==> src/rtl/sparse_weight_encoder.sv <==
// sparse_weight_encoder
//   Streaming 2:4 structured-sparsity encoder. Dense int8 rows of four weights
//   are encoded into two-value/two-index packets, collected into a tile of
//   N_ROWS packets and handed to the PE array with a valid/ready handshake.
//   Rows with more than two nonzeros are pruned to their two largest-magnitude
//   weights and flagged on the sticky prune_err output.
//
//   Optional build macro: SPARSE_ENC_STATS_EN
//     defined   -> adds the 16-bit saturating pruned_rows counter and port
//     undefined -> no counter, no port; prune_err is unchanged
//
//   The packet type lives in sparse_pkg (declared first in this file) so the
//   PE array and the encoder share one definition.

package sparse_pkg;

    localparam int VAL_BITS = 8;

    // One encoded row: two kept weights and their positions, idx[0] < idx[1].
    typedef struct packed {
        logic [0:1][VAL_BITS-1:0] vals;
        logic [0:1][1:0]          idx;
    } sparse_packet_t;

endpackage : sparse_pkg


module sparse_weight_encoder #(
    parameter int N_ROWS = 4,
    parameter int W_BITS = 8
) (
    input  logic                       clk,
    input  logic                       rst_n,
    input  logic                       in_valid,
    output logic                       in_ready,
    input  logic signed [W_BITS-1:0]   in_row [0:3],
    output logic                       out_valid,
    input  logic                       out_ready,
    output sparse_pkg::sparse_packet_t w_rows [0:N_ROWS-1],
    output logic                       prune_err,
    input  logic                       err_clr
`ifdef SPARSE_ENC_STATS_EN
    ,
    output logic [15:0]                pruned_rows
`endif
);

    typedef enum logic {
        COLLECT = 1'b0,
        EMIT    = 1'b1
    } state_t;

    // Slot index of the final row of a tile, in the width of row_cnt.
    localparam logic [1:0] LAST_SLOT = 2'(N_ROWS - 1);

    state_t       state;
    state_t       state_next;
    logic [1:0]   row_cnt;
    logic         accept;
    logic         last_row;

    // Encoder datapath signals.
    logic [W_BITS:0]            mag [0:3];
    logic [2:0]                 nz;
    logic [1:0]                 first_pos;
    logic [1:0]                 second_pos;
    logic [1:0]                 lo_pos;
    logic [1:0]                 hi_pos;
    logic                       prune;
    sparse_pkg::sparse_packet_t enc_pkt;

    // A row moves only while collecting; in_ready never looks at in_valid.
    assign accept   = in_valid && (state == COLLECT);
    assign last_row = (row_cnt == LAST_SLOT);

    // ------------------------------------------------------------------
    // Row encoder
    // ------------------------------------------------------------------

    // Unsigned magnitude per weight, one bit wider so that -128 maps to 128.
    always_comb begin
        for (int i = 0; i < 4; i++) begin
            mag[i] = in_row[i][W_BITS-1] ? ({1'b0, ~in_row[i]} + 1'b1)
                                         : {1'b0, in_row[i]};
        end
    end

    // Pick the two largest magnitudes (ties to the lower position) and count
    // nonzeros. Zeros have magnitude 0, so for rows with two or fewer nonzeros
    // the same search yields the nonzeros plus the lowest free zero positions,
    // which is exactly the padding rule for sparse rows.
    always_comb begin
        // NOTE: every variable assigned in this block gets a value up front so
        // that no path leaves it holding state, which would infer a latch.
        nz         = '0;
        first_pos  = 2'd0;
        second_pos = 2'd1;

        for (int i = 0; i < 4; i++) begin
            if (in_row[i] != '0) begin
                nz = nz + 3'd1;
            end
        end

        // Strictly-greater scan in ascending order keeps the lowest index on ties.
        for (int i = 1; i < 4; i++) begin
            if (mag[i] > mag[first_pos]) begin
                first_pos = 2'(i);
            end
        end

        second_pos = (first_pos == 2'd0) ? 2'd1 : 2'd0;
        for (int i = 0; i < 4; i++) begin
            if ((2'(i) != first_pos) && (mag[i] > mag[second_pos])) begin
                second_pos = 2'(i);
            end
        end
    end

    // Order the two kept positions and copy the weights bit-exact.
    always_comb begin
        lo_pos          = (first_pos < second_pos) ? first_pos  : second_pos;
        hi_pos          = (first_pos < second_pos) ? second_pos : first_pos;
        prune           = (nz > 3'd2);
        enc_pkt         = '0;
        enc_pkt.vals[0] = in_row[lo_pos];
        enc_pkt.vals[1] = in_row[hi_pos];
        enc_pkt.idx[0]  = lo_pos;
        enc_pkt.idx[1]  = hi_pos;
    end

    // ------------------------------------------------------------------
    // Control FSM
    // ------------------------------------------------------------------

    // State register.
    always_ff @(posedge clk or negedge rst_n) begin
        // NOTE: sequential state uses non-blocking assignments so every
        // register samples pre-edge values regardless of block ordering.
        if (!rst_n) begin
            state <= COLLECT;
        end else begin
            state <= state_next;
        end
    end

    // Next-state and handshake decode; both handshake outputs come from state only.
    always_comb begin
        state_next = state;
        in_ready   = 1'b0;
        out_valid  = 1'b0;

        case (state)
            COLLECT: begin
                in_ready = 1'b1;
                if (accept && last_row) begin
                    state_next = EMIT;
                end
            end
            EMIT: begin
                out_valid = 1'b1;
                if (out_ready) begin
                    state_next = COLLECT;
                end
            end
            default: begin
                state_next = COLLECT;
            end
        endcase
    end

    // ------------------------------------------------------------------
    // Tile buffer and row counter
    // ------------------------------------------------------------------

    // Write each accepted row into its slot; w_rows is this register directly.
    always_ff @(posedge clk or negedge rst_n) begin
        if (!rst_n) begin
            row_cnt <= '0;
            // NOTE: the tile is small and its contents are visible on w_rows,
            // so it is reset to a defined all-zero state rather than left as X.
            for (int i = 0; i < N_ROWS; i++) begin
                w_rows[i] <= '0;
            end
        end else if (accept) begin
            w_rows[row_cnt] <= enc_pkt;
            row_cnt         <= last_row ? 2'd0 : (row_cnt + 2'd1);
        end
    end

    // ------------------------------------------------------------------
    // Error reporting
    // ------------------------------------------------------------------

    // Sticky prune flag; a prune event in the same cycle as err_clr wins.
    always_ff @(posedge clk or negedge rst_n) begin
        if (!rst_n) begin
            prune_err <= 1'b0;
        end else if (accept && prune) begin
            prune_err <= 1'b1;
        end else if (err_clr) begin
            prune_err <= 1'b0;
        end
    end

`ifdef SPARSE_ENC_STATS_EN
    // Count after a same-cycle clear, so clear plus event leaves 1.
    logic [15:0] cnt_base;
    assign cnt_base = err_clr ? 16'd0 : pruned_rows;

    // Saturating count of pruned rows, holding at 0xFFFF.
    always_ff @(posedge clk or negedge rst_n) begin
        if (!rst_n) begin
            pruned_rows <= '0;
        end else if (accept && prune && (cnt_base != 16'hFFFF)) begin
            pruned_rows <= cnt_base + 16'd1;
        end else begin
            pruned_rows <= cnt_base;
        end
    end
`endif

endmodule : sparse_weight_encoder

==> config.mk <==
export PLATFORM = sky130hd
export DESIGN_NAME = sparse_weight_encoder
export DESIGN_NICKNAME = d
export VERILOG_FILES = /design/src/rtl/sparse_weight_encoder.sv
export SDC_FILE = /design/constraint.sdc
export NUM_CORES = 1
export LEC_CHECK = 0
export CORE_MARGIN = 4
export CORE_UTILIZATION = 25
export CTS_BUF_LIST = sky130_fd_sc_hd__clkbuf_16
export DETAILED_ROUTE_END_ITERATION = 8
export GPL_TIMING_DRIVEN = 0
export HOLD_SLACK_MARGIN = 0.08
export PLACE_DENSITY = 0.42
export SLEW_MARGIN = 5
export SYNTH_ARGS = -nofsm -noshare
export SYNTH_HDL_FRONTEND = slang
export SYNTH_SLANG_ARGS = --single-unit
==> constraint.sdc <==
create_clock -name clk -period 3.42 [get_ports clk]
set_input_delay 0.684 -clock clk [delete_from_list [all_inputs] [get_ports clk]]
set_output_delay 0.684 -clock clk [all_outputs]
set_load 0.02 [all_outputs]
==> metrics.cfg <==
[timing]
setup_ws_ns=-8.24
whs_ns=0.211
hold_violations=0
worst_pin_slew_ns=1.12
fin_crit_sh_pct=341
slew_headroom_pct=24.7
finClkSkew_ns=0.00645
rsz0062_at_grt=true
setup-violations-final=80
fmax_ghz=0.0857
slew_viol_final=0
fin_crit_ns=11.66

[worst_setup_path]
crit_required_ns=3.63
critPathTopFamily=compound AO/OA/AOI/OAI gates
crit_type=primary input to register
cp_common_cell=ha_4
crit_slowest_cell=a2111o_1
critPathMaxFanout=8
start_kind=primary input
cp-end-kind=register
critical_path.max_stage_delay_ns=0.42
cp_num_buf_inv=10
arrival_ns=11.87

[grt]
overflow=0
grt_pass1_vias=6148
grt_max_degree=68
grtUsageTotal_pct=17.4
grt_pass1_wl_mm=36.2
antenna_found_initial=0

[pwr]
ir_drop_mv=0.414
power.density_nw_per_um2=932
power_uw=9520
power_leakage_uw=0.00418

[outcome]
status=finished with violations
violations=negative setup slack

[clock_network]
cts-root-buf=clkbuf_16
cts_buffer_depth=2
clk_transition_reported_paths_ns=0.07
ctsHoldBuffers=0
cts_sinks=84
htree_levels=3
clk_latency_ns=0.34
cts_buffers=9
tritoncts=yes

[yosys]
synthArstFlopShare_pct=100
synthTopCellsByArea=dfrtp_1 (34%), ha_1 (14%), mux2_2 (7.1%), nand2_1 (5.8%), o221ai_1 (4.5%)
synth_top_cell_area_share_pct=33.9
syn_area_per_cell_um2=9.63
synthesis.area_um2=6200
synthFlopType=dfrtp_1
synth_edf_count=0
ys_seq_elements=84
synth_cell_types=58
postSynthCellCount=644
ys_seq_area_share_pct=33.9
yosysWarnings=0
synth_top_cell_by_area=dfrtp_1

[route]
drc_errors=0
vias=5915
drt_pass1_iterations=4
drt-total-wl_mm=23.9
first_iter_violations=257
ant_nets=0
via_per_inst=5.00
wl_per_cell_um=20.2

[die]
die_x_um=165
io_pins=120
die_height_um=165
die_area_um2=27400
fp.coreArea_um2=24400
rows=57
start_util_pct=25.4

[cells_and_area]
drive_gt1_share_pct=39.8
n_antenna_cell=0
final_common_cell=clkdlybuf4s50_1
nets=959
fin_util_pct=41.9
fin_cells=1184
layout_common_cells=clkdlybuf4s50_1 (102), nand2_1 (85), dfrtp_1 (84)
area_growth_syn_to_layout_pct=64.8

[placed_design]
dp_hpwl_mm=18.2
dp.cells=1096
dpl_worst_slack_ns=-10.70
port_buffers=117
gp_congestion=0.861

[hold_path]
hold_class=primary input to asynchronous set/reset pin

[run]
drv_cap=0

==> flip-flops by register name, indices dropped and copies added (netlist names) <==
signal	cells
prune_err	1
row_cnt	2
w_rows	80
state	1
==> metal layers <==
layer / share of wire [%] / global-route usage, % / wire (um) / up-vias
met1: 44 / 22.8 / 10500 / 2943
met5: 0 / 0 / 0 / -
met3: 4.6 / 2.11 / 1110 / 29
li1: - / - / - / 2796
met4: 1.7 / 4.16 / 400 / 0
met2: 50 / 30.5 / 12000 / 147
==> logic make-up (layout without fill, tap and decap cells) <==
group                      Yosys count  count (layout)  synth area share, %
adders and majority gates           67              67                 13.5
and+or+nand+nor                    190             194                 14.0
AOI/OAI and AO/OA                  139             139                 15.3
muxes                               80              80                 16.3
other                                2              12                0.121
DFF                                 84              84                 33.9
xor gates and xnor gates            19              19                 2.68
buffers and inverters               63             265                 4.12
==> stage by stage <==
| stage | area [um^2] | setup TNS [ns] |
|---|---|---|
| 5_1_grt | 10200 | -674.81 |
| 2_1_floorplan | 6640 | -610.86 |
| 3_3_place_gp | 8210 | -932.10 |
| 6_report | 10200 | -642.35 |
| 4_1_cts | 9650 | -639.64 |
| 3_5_place_dp | 8240 | -839.01 |
==> synthesized netlist by cell type (all sizes together) (10+ instances only) <==
master,number
o221ai,32
mux2i,33
xnor2,14
nand2,96
nor2,28
clkbuf,18
mux2,39
inv,38
ha,67
a21oi,24
nand3,11
o21ai,43
dfrtp,84
nor3,10
==> final cells by class <==
class / instances / area, um^2
fillers: 2333 / 14200
multi-input cells: 511 / 5160
flip-flops and latches: 84 / 2100
repair buffers: 190 / 1850
well taps: 324 / 405
clock buffers: 9 / 225
plain buffers: 21 / 200
inverters: 38 / 171
clock inverters: 7 / 100
==> path summary, 6_finish.rpt <==
path                                 start    endpoint  slack, ns  cells after the start
worst max-delay path            in_row[18]  w_rows[10]      -8.24                     58
worst min-delay path                 rst_n       state       0.21                      1
worst max register to register       state  w_rows[19]       1.03                      5
worst min register to register   w_rows[1]   w_rows[1]       0.47                      2
max in group asynchronous            rst_n  w_rows[26]       2.59                      2
min in group clk                 w_rows[1]   w_rows[1]       0.47                      2
==> power by group <==
part | switching, uW | internal (uW)
Sequential | 302 | 1480
Combinational | 3320 | 3350
Clock | 424 | 646
==> what timing repair did <==
action,CTS,global route
endpoints found under the setup margin,81,80
setup buffers,49,20
gates resized for setup,227,91
pin swaps,65,49
cloned,7,0
==> worst register-to-register path: stages, from the launching register on <==
cell and delay (ns):
dfrtp_1 0.40, nor2b_1 0.36, clkbuf_1 0.40, nand2_1 0.39, clkbuf_1 0.38, mux2_2 0.35
(Power assumes the default switching activity.)
